[src/rtl/load_scoreboard.sv]
`default_nettype none
// ============================================================================
// Module   : load_scoreboard
// Brief    : In-order outstanding-load queue with RAW hazard detection and
//            register-file write-port arbitration between ALU and load return.
// Revision : 1.0 - initial release
// ============================================================================
module load_scoreboard #(
    parameter int NREG   = 16,
    parameter int REG_W  = $clog2(NREG),
    parameter int MAX_LD = 4
) (
    input  logic                        clk,
    input  logic                        rst,
    input  logic                        flush,
    input  logic                        issue_valid,
    input  logic [REG_W-1:0]            issue_rs1,
    input  logic [REG_W-1:0]            issue_rs2,
    input  logic                        issue_use_rs1,
    input  logic                        issue_use_rs2,
    input  logic                        issue_is_load,
    input  logic                        issue_is_store,
    input  logic [REG_W-1:0]            issue_rd,
    input  logic                        is_writeback,
    input  logic                        ld_valid,
    output logic                        issue_ok,
    output logic                        ld_en,
    output logic                        st_en,
    output logic                        fetch_stall,
    output logic                        reg_we,
    output logic                        reg_wsel,
    output logic [REG_W-1:0]            ld_rd,
    output logic [$clog2(MAX_LD+1)-1:0] pending,
    output logic                        ld_underflow
);

    localparam int C_PTR_W = (MAX_LD > 1) ? $clog2(MAX_LD) : 1;
    localparam int C_CNT_W = $clog2(MAX_LD + 1);
    localparam logic [C_PTR_W-1:0] C_LAST_PTR = C_PTR_W'(MAX_LD - 1);
    localparam logic [C_CNT_W-1:0] C_FULL_CNT = C_CNT_W'(MAX_LD);

    logic [REG_W-1:0]   r_q [MAX_LD];
    logic [MAX_LD-1:0]  r_v;
    logic [C_PTR_W-1:0] r_head;
    logic [C_PTR_W-1:0] r_tail;
    logic [C_CNT_W-1:0] r_count;
    logic               r_underflow;

    logic [MAX_LD-1:0]  w_rs1_hit;
    logic [MAX_LD-1:0]  w_rs2_hit;
    logic               w_hazard;
    logic               w_nonempty;
    logic               w_full;
    logic               w_pop;
    logic               w_push;
    logic               w_wb_conflict;
    logic               w_issue_ok;

    function automatic logic [C_PTR_W-1:0] f_next(input logic [C_PTR_W-1:0] p);
        return (p == C_LAST_PTR) ? '0 : p + 1'b1;
    endfunction

    // Every valid entry is compared, including the one being popped this cycle.
    for (genvar gi = 0; gi < MAX_LD; gi++) begin : g_match
        assign w_rs1_hit[gi] = r_v[gi] && (r_q[gi] == issue_rs1);
        assign w_rs2_hit[gi] = r_v[gi] && (r_q[gi] == issue_rs2);
    end

    assign w_hazard = issue_valid &
                      ((issue_use_rs1 & (issue_rs1 != '0) & (|w_rs1_hit)) |
                       (issue_use_rs2 & (issue_rs2 != '0) & (|w_rs2_hit)));

    assign w_nonempty    = (r_count != '0);
    assign w_full        = (r_count == C_FULL_CNT);
    assign w_pop         = ld_valid & w_nonempty;
    assign w_wb_conflict = ld_valid & is_writeback & ~flush;
    assign w_issue_ok    = issue_valid & ~flush & ~w_hazard & ~w_wb_conflict &
                           ~(issue_is_load & w_full & ~ld_valid);
    assign w_push        = w_issue_ok & issue_is_load;

    assign issue_ok     = w_issue_ok;
    assign ld_en        = w_push;
    assign st_en        = w_issue_ok & issue_is_store;
    assign fetch_stall  = w_wb_conflict | (issue_valid & ~flush & ~w_issue_ok);
    assign reg_we       = w_pop | (is_writeback & ~flush);
    assign reg_wsel     = w_pop;
    assign ld_rd        = w_nonempty ? r_q[r_head] : '0;
    assign pending      = r_count;
    assign ld_underflow = r_underflow;

    // Push follows pop so a simultaneous push/pop on a full queue keeps the slot valid.
    always_ff @(posedge clk or posedge rst) begin
        if (rst) begin
            for (int i = 0; i < MAX_LD; i++) begin
                r_q[i] <= '0;
            end
            r_v         <= '0;
            r_head      <= '0;
            r_tail      <= '0;
            r_count     <= '0;
            r_underflow <= 1'b0;
        end else begin
            if (w_pop) begin
                r_v[r_head] <= 1'b0;
                r_head      <= f_next(r_head);
            end
            if (w_push) begin
                r_q[r_tail] <= issue_rd;
                r_v[r_tail] <= 1'b1;
                r_tail      <= f_next(r_tail);
            end
            case ({w_push, w_pop})
                2'b10:   r_count <= r_count + 1'b1;
                2'b01:   r_count <= r_count - 1'b1;
                default: r_count <= r_count;
            endcase
            if (ld_valid & ~w_nonempty) begin
                r_underflow <= 1'b1;
            end
        end
    end

endmodule
`default_nettype wire

[config.mk]
export PLATFORM = sky130hd
export DESIGN_NAME = load_scoreboard
export DESIGN_NICKNAME = d
export VERILOG_FILES = /design/src/rtl/load_scoreboard.sv
export SDC_FILE = /design/constraint.sdc
export NUM_CORES = 1
export LEC_CHECK = 0
export CELL_PAD_IN_SITES_DETAIL_PLACEMENT = 1
export CELL_PAD_IN_SITES_GLOBAL_PLACEMENT = 2
export CORE_MARGIN = 10
export CORE_UTILIZATION = 30
export DETAILED_ROUTE_END_ITERATION = 10
export HOLD_SLACK_MARGIN = 0.08
export PLACE_DENSITY_LB_ADDON = 0.1
export REMOVE_ABC_BUFFERS = 1
export SYNTH_ARGS = -nofsm -noshare
export SYNTH_HDL_FRONTEND = slang
export SYNTH_SLANG_ARGS = --single-unit
export TNS_END_PERCENT = 20
[constraint.sdc]
create_clock -name clk -period 2.9 [get_ports clk]
set_clock_uncertainty 0.2 [all_clocks]
set_input_delay 0.58 -clock clk [delete_from_list [all_inputs] [get_ports clk]]
set_output_delay 0.58 -clock clk [all_outputs]
set_load 0.02 [all_outputs]
# Word-level counts from Yosys, hierarchy flattened
# Index checks and enable logic that the tools add are counted.
op_classes:
  n_addsub: 4
  mux: 16
  bitwise: 34
  n_eq_ne: 13
  n_lt_le_gt_ge: 7
  reduce_logical: 17
op_table:
  columns: ["op", "count"]
  rows:
  - ["equality test 4 bit", 8]
  - ["two-way mux 4 bit", 6]
  - ["AND 1 bit", 19]
  - ["bitwise mux 16 bit", 1]
  - ["logical AND 1 bit", 11]
  - ["binary-select mux 4 bit (select 2 bit)", 1]
  - ["demux 4 bit (select 2 bit)", 1]
  - ["nonzero test 4 bit", 2]
  - ["OR reduction 4 bit", 2]
  - ["inverter 1 bit", 7]
  - ["equality test 2 bit, second input constant", 3]
  - [">= comparator 3 bit, second input constant", 2]
  - ["less-than comparator 2 x 3 -> 1 bit, second input constant", 2]
  - ["inverter 2 -> 3 bit", 2]
  - ["one-hot mux 3 bit (2 select lines)", 1]
  - ["adder 2 x 1 -> 2 bit, second input constant", 2]
  - ["AND 4 bit", 1]
  - ["demux 1 bit (select 2 bit)", 2]
  - [">= comparator 2 x 1 -> 1 bit, second input constant", 2]
  - ["two-way mux 2 bit", 2]
  - ["inverter 4 bit", 1]
  - ["bitwise OR 4 bit", 1]
  - ["adder 3 x 1 -> 3 bit, second input constant", 1]
  - ["equality test 3 bit, second input constant", 1]
  - ["7 further kinds", 10]
word_totals:
  elab_cells: 100
  ff_bits: 28
  input_bits: 22

# Depth between registers and ports, before layout
# Gate-level depths: netlist (run 1).
depth:
  ltp_word: 13
  ltp_mapped: 14
  mapped_depth_nobuf: 13

# Worst setup path after synthesis (run 1)
# No wires, ideal clock.
synth_path:
  path_kind: "input to output"
  startpoint: "in issue_rs1[0]"
  endpoint: "out st_en"
  setup_slack_ns: -0.184
  arrival_time_ns: 2.304
  cell_stages: 5
  path_buffers: 1
  cell_sequence: "buf_4 -> o41ai_1 -> a31oi_4 -> nor3_1 -> and2_1"
synth_between:
  elab_chain_len: 11
  elab_cells_between_ends: 19
  cone_classes: "eq/ne: 4; bitwise: 9; reduce/logical: 6"
synth_lines:
  columns: ["element", "line", "source"]
  rows:
  - ["start: declaration", "17", "input logic [REG_W-1:0] issue_rs1,"]
  - ["equality test 4 bit", "65", "assign w_rs1_hit[gi] = r_v[gi] && (r_q[gi] == issue_rs1);"]
  - ["logical AND 1 bit", "65", null]
  - ["OR reduction 4 bit", "70", "((issue_use_rs1 & (issue_rs1 != '0) & (|w_rs1_hit)) |"]
  - ["AND 1 bit (*)", "70", null]
  - ["bitwise OR 1 bit (*)", "70", null]
  - ["AND 1 bit (*)", "69", "assign w_hazard = issue_valid &"]
  - ["inverter 1 bit (*)", "77", "assign w_issue_ok = issue_valid & ~flush & ~w_hazard & ~w_wb_conflict &"]
  - ["AND 1 bit (*) (3 in series)", "77", null]
  - ["net issue_ok", "26", "output logic issue_ok,"]
  - ["AND 1 bit (*)", "83", "assign st_en = w_issue_ok & issue_is_store;"]
  - ["end: declaration", "28", "output logic st_en,"]
# Mark *: on every way through the listed nets, which the timed path passes. The rest lies on a longest branch.

# Final worst setup path (run 1)
layout_path:
  startpoint: "reg r_q[15] (netlist bit)"
  endpoint: "reg r_count[2], in the netlist pending[2]"
layout_between:
  elab_chain_len: 13
  elab_cells_between_ends: 19
  cone_classes: "eq/ne: 4; mux: 1; bitwise: 9; reduce/logical: 5"
layout_lines:
  columns: ["element", "line", "source"]
  rows:
  - ["start: declaration", "42", "logic [REG_W-1:0] r_q [MAX_LD];"]
  - ["start signal: indexed assignment", "108", "r_q[r_tail] <= issue_rd;"]
  - ["equality test 4 bit, on equally long branches", "65, 66", null]
  - ["logical AND 1 bit, on equally long branches", "65, 66", null]
  - ["OR reduction 4 bit, on equally long branches", "70, 71", null]
  - ["AND 1 bit, on equally long branches", "70, 71", null]
  - ["bitwise OR 1 bit (*)", "70", null]
  - ["AND 1 bit (*)", "69", null]
  - ["inverter 1 bit (*)", "77", null]
  - ["AND 1 bit (*) (3 in series)", "77", null]
  - ["AND 1 bit (*)", "79", "assign w_push = w_issue_ok & issue_is_load;"]
  - ["equality test 2 x 1 -> 1 bit or equality test 2 bit (tied branches)", "112", "case ({w_push, w_pop})"]
  - ["one-hot mux 3 bit (2 select lines) or nonzero test 2 bit (tied branches)", null, null]
  - ["end signal: assignment", "113", "2'b10: r_count <= r_count + 1'b1;"]
  - ["end signal: assignment", "114", "2'b01: r_count <= r_count - 1'b1;"]
  - ["end signal: assignment", "115", "default: r_count <= r_count;"]
  - ["end: declaration", "46", "logic [C_CNT_W-1:0] r_count;"]
# Every way passes the cells marked *; elsewhere a longest branch is shown, timed or not.
# A chain may end at the register's enable or synchronous reset.

==> results of run 1 <==
area by class of cell:
| cell class | count | share of cell area |
|---|---|---|
| Timing Repair Buffer | 77 | 0.2158 |
| Inverter | 11 | 0.01469 |
| Tap cell | 77 | 0.03427 |
| Clock buffer | 3 | 0.01469 |
| Sequential cell | 28 | 0.2523 |
| Multi-Input combinational cell | 127 | 0.4682 |
timing repair:
action | CTS | global route
resized for setup | 71 | 13
buffers inserted | 2 | 3
pin swaps | 18 | 9
setup endpoints to repair | 28 | 5
hold endpoints to repair | 0 | 0
registers in the layout, indices dropped and copies added (netlist names):
| name | flops |
|---|---|
| ld_underflow | 1 |
| pending | 3 |
| r_head | 2 |
| r_q | 16 |
| r_tail | 2 |
| r_v | 4 |
stage by stage:
stage,setup TNS [ns],hold WS [ns],worst slack (ns)
after floorplan,-0.07362,0.2712,-0.05000
after global placement,-12.68,0.2457,-0.9164
after detailed placement,-12.77,0.2467,-0.9114
after CTS,-0.03093,0.2788,-0.03093
after global routing,-0.3041,0.3097,-0.1302
final,-0.01344,0.2720,-0.01344
per-layer routing:
metal,up-vias,GRT usage
met1,776,0.1459
met3,2,0.02246
met2,28,0.2167
li1,741,-
met5,-,0
met4,0,0.01980
worst max-delay path by stage:
| stage | end | slack [ns] |
|---|---|---|
| after floorplan | st_en | -0.05 |
| after global placement | st_en | -0.92 |
| after detailed placement | st_en | -0.91 |
| after CTS | fetch_stall | -0.03 |
| after global routing | pending[2] | -0.13 |
| final | pending[2] | -0.01 |
kinds of logic after synthesis:
family          Yosys count  share of synthesized area
compound gates           15                    0.06920
xor+xnor                 35                     0.1527
fa+ha+maj                10                    0.06609
buf+inv                  21                    0.05237
flops                    28                     0.3491
mux                      24                     0.1584
simple gates             43                     0.1521
critical path, cell delays in order, from the launching register on:
cell	delay, ns
dfrtp_2	0.47
xor2_1	0.19
nor4_2	0.33
a31oi_1	0.13
a31oi_4	0.28
nor4_4	0.06
buf_4	0.15
inv_2	0.05
ha_2	0.17
inv_1	0.06
fa_2	0.34
xor2_1	0.14
nor2_1	0.11
xor2_1	0.17
power groups by stage:
stage | clock [W] | combinational (W) | sequential [W]
after detailed placement | 0 | 0.00131 | 0.000834
after floorplan | 0 | 0.000732 | 0.000799
final | 0.000209 | 0.00138 | 0.000842
after CTS | 0.000215 | 0.00136 | 0.000837
after global routing | 0.000234 | 0.00151 | 0.000879
after global placement | 0 | 0.00127 | 0.000812
layout by cell type (no fill, tap or decap), drive strengths merged, types with 5 or more instances in the layout:
| cell type | instances |
|---|---|
| buf | 54 |
| dfrtp | 28 |
| xor2 | 26 |
| clkdlybuf4s50 | 20 |
| mux2 | 19 |
| nand2 | 13 |
| inv | 11 |
| xnor2 | 9 |
| ha | 9 |
| nor3 | 8 |
| nor4 | 7 |
| a21o | 6 |
| nor2b | 5 |
==> metrics.cfg, run 1 <==
[run_status]
outcome=finished with violations
violations=negative setup slack

[routing]
routed_wl_um=6037
drcViolationCount=0
wl_met1_um=2657
top_layer=met4
via_per_inst=4.789
first_pass_iters=4
wl_met2_um=3165
wl_per_cell_um=18.69
wl_met3_um=195
num_vias=1547
antenna_left=0
drt_iter0_markers=54

[grt]
first_global_vias=1770
antenna_found_initial=0
grt_max_degree=29
grt_use_total=0.1200
overflow=0
grt_pass1_wl_um=9639

[logic_synthesis]
synthFlopType=dfrtp_1
yosys_warnings=0
synth-seq-cells=28
synth_edf_count=0
synthArstFlopShare=1.000
yosys-top-cells-count=dfrtp_1, xor2_1, mux2_1, nand2_1, inv_1
synth_cells=176
synth_top_area_share=0.3491
yosysSeqAreaShare=0.3491
synth_area_mm2=0.002007
ys_types=33
synth_most_common_cell=dfrtp_1
synth.avg_cell_area_um2=11.40
synth_largest_area_cell=dfrtp_1
synth.top_cells.by_area=dfrtp_1, xor2_1, mux2_1

[cts]
clk_pin_slew_ns=0.09
numCtsBuffers=3
clock_tree.buffer_depth=2
insertion_delay_ns=0.27
htree_num_levels=1
cts_sinks=28
cts-root-buf=clkbuf_8
hold_buffers=0
tritoncts=yes

[power_and_ir_drop]
combPwrFrac=0.568
irDropWorstVdd_mv=0.4460
p_clk_frac=0.086
p_per_area_mw_per_mm2=865.1
p_leak_nw=1.260
finalPower_w=0.002432
internal_power_w=0.001415
p_seq_frac=0.346
p_sw_frac=0.4183
switchingPower_w=0.001017

[setup_path]
critPathRequiredTime_ns=2.89
reg2reg_from=r_q[15]
startpoint=r_q[15]
worst-path-max-fanout=4
reg2reg_depth=13
cp.arrival_ns=2.91
crit_type=flop to flop
cp-end-kind=flop
timing.rr.end=pending[2]
r2r_setup_slack_ns=-0.01
start_kind=flop

[placed_design]
hpwl_um=4930
dp_cells=315
gp_congestion=0.9141
io_buffers=35
place_area_mm2=0.002668

[die]
start_util=0.3125
die_area_mm2=0.01036
fp-row-count=29
core_area_mm2=0.006422
fp.dieH_um=101.8
die_w_um=101.8
io_pins=36

[finish]
area_growth_pct=40.09
regArea_um2=709.4
drive_gt1_frac=0.4268
utilization=0.4378
diodes=0
fin_area_mm2=0.002811
nets=280
fill_cells=709
instances_no_fill=323
multiInputGateArea_mm2=0.001316

[hold_path]
holdPathEnd=ld_underflow
hold_depth=1
min_path_type=flop to flop
hp-start=ld_underflow

[sta]
min_period_over_period=1.005
setup_viol=1
maxSlewHeadroom=0.7527
grt_setup_unrepaired=yes
setup_slack_ns=-0.01344
period_minus_slack_ns=2.913
hold_viol=0
slew_violations=0
tightest_slew_ns=0.3710
fmax_ghz=0.3432

[job]
max_cap_violations=0

Power figures use the tool's default switching activity.
==> inputs of run 2 (changes only) <==
- ABC_AREA: default -> 0
==> results of run 2 <==
Same layout as run 1: the final DEF is identical, and so are final timing and power.
==> variant 1: new RTL, config.mk and constraints of run 2 <==
Make the reset (`rst`) synchronous in one clocked block.
--- a/src/rtl/load_scoreboard.sv
+++ b/src/rtl/load_scoreboard.sv
@@ -89,7 +89,7 @@
     assign ld_underflow = r_underflow;
 
     // Push follows pop so a simultaneous push/pop on a full queue keeps the slot valid.
-    always_ff @(posedge clk or posedge rst) begin
+    always_ff @(posedge clk) begin
         if (rst) begin
             for (int i = 0; i < MAX_LD; i++) begin
                 r_q[i] <= '0;
Formal check against the unedited RTL: differs if rst is asserted again (counterexample within 4 cycles, from zero or initial values and one cycle with rst high); with rst held inactive, the same outputs for 4 cycles.
==> variant 1 against run 2 <==
Synthesized area about the same; routed wire length up 1.5%; global-route usage about the same; critical path depth down 5; critical path type is now flop to output port; worst setup slack better by 0.018 ns; largest cell class unchanged; sequential cell count up 2; final area up 0.98%.
Power is not compared: it rests on default switching activity, and its combinational part moved more than twofold at a synthesized area within 25%.
==> variant 1: results (changes against run 2) <==
metric,value,unit,change
outcome,completed,,"was finished, violations left"
Worst Hold Class,flop to flop,,unchanged
Total GRT Usage,0.120,,about the same
DRT iter0 DRCs,22,,was 54
Crit. Startpoint,r_q[1][2]$_SDFFCE_PN0P_,,was r_q[15]$_DFFE_PP0P_
footprint of the multi-input gates,1310,sq um,was 1320 sq um
Post-synth top cells,"26 x xor2_1, 16 x edfxtp_1, 14 x dfxtp_1",,"was 28 x dfrtp_1, 26 x xor2_1, 13 x mux2_1, 13 x nand2_1, 11 x inv_1"
post-synthesis cell type count,37,,was 33
nets,287,,was 280
Post-DP HPWL,4980,um,was 4930 um
launch point of the worst reg-to-reg path,r_q[1][2]$_SDFFCE_PN0P_,,was r_q[15]$_DFFE_PP0P_
Synth area leaders,"edfxtp_1 24%, dfxtp_1 14%, xor2_1 11%, ha_1 5.6%, and4_1 5.2%",,"was dfrtp_1 35%, xor2_1 11%, mux2_1 7.3%, ha_1 5.6%, nor4_4 5.3%"
Inserted Clock Buffers,5,,was 3
H-tree levels,2,,was 1
vias per cell,4.98,,was 4.79
ratio of cells with drive above 1 in the final layout,0.355,,was 0.427
Post-Layout Cell Count,333,,was 323
Synth Flop Type,edfxtp_1,,was dfrtp_1
number of flops mapped to enable cells by yosys,16,,was 0
Worst-Margin Slew,0.986,ns,was 0.371 ns
maximum VDD drop,0.275,mV,
DR WL/cell,18.4,um,was 18.7 um
Initial DRT Pass Iterations,3,,was 4
Max Fanout on Critical Path,4,,unchanged
sequential area share after synthesis,0.379,,was 0.349
Filler Cell Count,706,,was 709
WHS Path Cells,2,,was 1
"Avg Cell Area, Syn",10.2,sq um,was 11.4 sq um
critical register-to-register path endpoint,pending[2]$_SDFFE_PP0P_,,was pending[2]$_DFFE_PP0P_
clock buffer depth,2,,unchanged
arrival time worst endpoint,2.12,ns,was 2.91 ns
P_leak,1.12,nW,
"FFs w/ async S/R, synth",0,,was 1.00
Setup crit end,st_en,,was pending[2]$_DFFE_PP0P_
GP Congestion,0.933,,was 0.914
R2R Setup Slk,0.03,ns,was -0.01 ns
Worst Reg-to-Reg Cells,12,,was 13
largest net degree at the start of global routing,21,,was 29
placed insts,320,,was 315
vias in the first global route,1843,,"was 1,770"
first-pass GRT wire length,9720,um,was 9640 um
clock-pin slew on the worst setup and hold paths,0.07,ns,was 0.09 ns
## variant 1: cell count changes in the layout (fill, tap and decap cells not counted), moves of 4 or more
cell / before / now
a31o_2: 0 / 5
dfxtp_1: 0 / 14
and3_1: 0 / 4
nand2b_1: 0 / 8
and4_1: 0 / 12
mux2_2: 6 / 0
dfrtp_2: 7 / 0
nand2_1: 13 / 6
edfxtp_1: 0 / 16
buf_4: 44 / 32
mux2_1: 13 / 0
dfrtp_1: 21 / 0
a21oi_1: 1 / 8
nor2_1: 3 / 9
## variant 1: kinds of logic after synthesis
group / Yosys count / synth area share
compound gates: 26 / 0.0866
mux: 6 / 0.0573
buf+inv: 25 / 0.0629
simple gates: 65 / 0.200
flops: 30 / 0.379
fa+ha+maj: 10 / 0.0660
xor+xnor: 34 / 0.148
## variant 1: per-layer routing
layer | vias up | global-route usage | wire length, um
met5 | - | 0 | 0
met1 | 807 | 0.146 | 2760
met4 | 0 | 0.0325 | 80
li1 | 808 | - | -
met2 | 33 | 0.210 | 3040
met3 | 9 | 0.0263 | 247
## variant 1: worst min-delay path by stage
stage                                   start                         to  slack (ns)
finish              ld_underflow$_SDFFE_PP0P_  ld_underflow$_SDFFE_PP0P_        0.28
global route        ld_underflow$_SDFFE_PP0P_  ld_underflow$_SDFFE_PP0P_        0.33
CTS                 ld_underflow$_SDFFE_PP0P_  ld_underflow$_SDFFE_PP0P_        0.28
detailed placement  ld_underflow$_SDFFE_PP0P_  ld_underflow$_SDFFE_PP0P_        0.27
global placement    ld_underflow$_SDFFE_PP0P_  ld_underflow$_SDFFE_PP0P_        0.26
floorplan              r_head[1]$_SDFFE_PP0P_                       flop        0.28
## variant 1: stage by stage
stage               utilization  setup TNS (ns)  instance area (sq um)  setup slack [ns]  total power, mW
global route              0.442          -0.264                   2840            -0.118             1.35
finish                    0.442               0                   2840           0.00439             1.29
global placement          0.399          -13.93                   2560            -0.902            0.905
floorplan                     -          -0.358                   1920            -0.117            0.706
CTS                       0.433         -0.0713                   2780           -0.0537             1.29
detailed placement        0.399          -16.02                   2560            -0.966            0.919
## variant 1: layout make-up
cell class                      instances  area share
Sequential cell                        30       0.268
Multi-Input combinational cell        141       0.461
Timing Repair Buffer                   66       0.191
Clock buffer                            7      0.0304
Clock inverter                          1     0.00176
Tap cell                               77      0.0339
Inverter                               11      0.0145
## variant 1: worst max-delay path: stages, from the launching register on
cell      delay (ns)
edfxtp_1        0.46
xor2_1          0.21
nor3_2          0.21
nand3_2         0.13
a31oi_4         0.28
nor3_4          0.08
buf_4           0.15
and2_1          0.14
buf_2           0.15
## variant 1: what timing repair did
action | CTS | global route
endpoints found under the setup margin | 14 | 6
gates resized for setup | 72 | 16
buffers inserted | 4 | 1
pin swaps | 15 | 17
==> variant 2: new RTL, flow settings as in run 2 <==
Made on the original files. `NREG`: 16 -> 32.
--- a/src/rtl/load_scoreboard.sv
+++ b/src/rtl/load_scoreboard.sv
@@ -6,7 +6,7 @@
 // Revision : 1.0 - initial release
 // ============================================================================
 module load_scoreboard #(
-    parameter int NREG   = 16,
+    parameter int NREG   = 32,
     parameter int REG_W  = $clog2(NREG),
     parameter int MAX_LD = 4
 ) (
Interface: changed (resized issue_rd, issue_rs1, issue_rs2 and ld_rd); port bits go from 36 to 40. No check against the original RTL was run, so the function may have changed too.
==> variant 2 against run 2 <==
The flow still finishes with violations (setup timing); hold slack worse by 0.0058 ns; sequential cell count rose by 4; final area rose by 12%; total power grew 24%; via count increased by 11%; routed wire length increased by 19%; synthesized cell count rose by 13%; die area grew 7.0%; worst setup slack got worse by 0.066 ns; non-clock buffer count increased by 2; sequential share of layout area grew 0.31 points; synthesized area increased by 8.7%; critical path type unchanged; largest power group unchanged.
==> variant 2: results (changes against run 2) <==
metric,value,unit,change
Worst-Skew Late Latency,0.29,ns,was 0.27 ns
vias per cell,4.62,,was 4.79
placed cell areas,2880,sq um,was 2670 sq um
largest net degree at the start of global routing,33,,was 29
DRT met1 WL,3160,um,was 2660 um
Total GRT Usage,0.129,,was 0.120
met1 GRT Util,0.159,,was 0.146
Synth area leaders,"dfrtp_1 37%, xor2_1 14%, mux2_2 11%, ha_1 5.2%, mux4_2 5.2%",,"was dfrtp_1 35%, xor2_1 11%, mux2_1 7.3%, ha_1 5.6%, nor4_4 5.3%"
Slew HR,0.702,,was 0.753
adder-cell share of the synthesized area,0.0608,,was 0.0661
Post-synth top cells,"34 x xor2_1, 32 x dfrtp_1, 22 x mux2_2",,"was 28 x dfrtp_1, 26 x xor2_1, 13 x mux2_1, 13 x nand2_1, 11 x inv_1"
Post-DP HPWL,5530,um,was 4930 um
failing checks,setup timing,,unchanged
Post-Synth XOR/XNOR Area,0.173,,was 0.153
Post-CTS Resized,81,,was 71
GR Util met3,0.0280,,was 0.0225
Max Fanout on Critical Path,4,,unchanged
DRT iter0 DRCs,41,,was 54
sequential area share after synthesis,0.367,,was 0.349
Largest register FFs,20,,was 16
GP Congestion,0.938,,was 0.914
Hold Startpoint,ld_underflow$_DFFE_PP0P_,,unchanged
worst min-delay path endpoint,ld_underflow$_DFFE_PP0P_,,unchanged
ratio of cells with drive above 1 in the final layout,0.438,,was 0.427
P_leak,1.48,nW,was 1.26 nW
nets,308,,was 280
Setup WS post-layout,-0.0794,ns,was -0.0134 ns
WL met3,218,um,was 195 um
clock-pin slew on the worst setup and hold paths,0.07,ns,was 0.09 ns
"CP delay by family, top",simple AND/OR/NAND/NOR gates,,was adder cells
R2R Setup Slk,-0.08,ns,was -0.01 ns
H-tree levels,2,,was 1
Crit. Startpoint,r_q[19]$_DFFE_PP0P_,,was r_q[15]$_DFFE_PP0P_
DR WL/cell,19.2,um,was 18.7 um
Worst Hold Class,flop to flop,,unchanged
Setup CP Type,flop to flop,,unchanged
CP max stage delay,0.45,ns,was 0.47 ns
sw frac,0.398,,was 0.418
met2 Use GR,0.221,,was 0.217
outcome,"finished, violations left",,unchanged
number of port buffers,39,,was 35
maximum VDD drop,0.325,mV,was 0.446 mV
first-pass GRT wire length,11100,um,was 9640 um
post-synthesis mux area share,0.175,,was 0.158
Filler Cell Count,782,,was 709
arrival time worst endpoint,2.99,ns,was 2.91 ns
post-synthesis cell type count,29,,was 33
hold slack,0.266,ns,was 0.272 ns
vias in the first global route,1972,,"was 1,770"
number of setup buffers added after CTS,5,,was 2
launch point of the worst reg-to-reg path,r_q[19]$_DFFE_PP0P_,,was r_q[15]$_DFFE_PP0P_
Final setup viols,5,,was 1
post-synthesis compound-gate area fraction,0.0419,,was 0.0692
Inserted Clock Buffers,5,,was 3
Worst Reg-to-Reg Cells,15,,was 13
WL met2,3690,um,was 3170 um
==> variant 2: changes by cell type in the layout (fill, tap and decap cells not counted), moves of 4 or more <==
cell	change
nor4_2	+5
buf_4	-4
buf_6	+8
nand3_1	+5
mux2_1	-12
nor2_4	+5
nor4_4	-5
buf_2	-5
dlymetal6s2s_1	+5
nor3_2	-5
xor2_1	+10
dfrtp_1	+6
mux2_2	+16
==> variant 2: kinds of logic (layout without fill, tap and decap cells) <==
family                     Yosys count  in the layout
muxes                               29             29
and+or+nand+nor                     50             50
adders and majority gates           10             10
DFF                                 32             32
buffers and inverters               24             99
xor gates and xnor gates            43             43
AOI/OAI and AO/OA                   11             11
==> variant 2: power by group through the flow <==
| stage | registers [mW] | logic (mW) | clock network [mW] |
|---|---|---|---|
| 6_report | 0.947 | 1.64 | 0.427 |
| 5_1_grt | 0.985 | 1.79 | 0.463 |
| 4_1_cts | 0.943 | 1.62 | 0.441 |
| 3_5_place_dp | 0.954 | 1.51 | 0 |
| 3_3_place_gp | 0.934 | 1.46 | 0 |
| 2_1_floorplan | 0.917 | 0.832 | 0 |
==> variant 2: metrics by stage <==
step	instances	setup TNS (ns)	utilization	setup WS, ns
after floorplan	187	-0.298	-	-0.224
after global placement	356	-15.22	0.401	-1.03
after detailed placement	356	-17.23	0.401	-1.13
after CTS	369	-0.408	0.428	-0.120
after global routing	373	-0.728	0.440	-0.218
final	373	-0.196	0.440	-0.0794
==> variant 2: area by class of cell <==
type | instances | area [sq um] | share of cell area
clock inverters | 2 | 35.0 | 0.0111
clock buffers | 6 | 72.6 | 0.0230
inverters | 12 | 45.0 | 0.0143
repair buffers | 79 | 687 | 0.217
well taps | 99 | 124 | 0.0392
flip-flops and latches | 32 | 807 | 0.255
multi-input cells | 143 | 1390 | 0.440
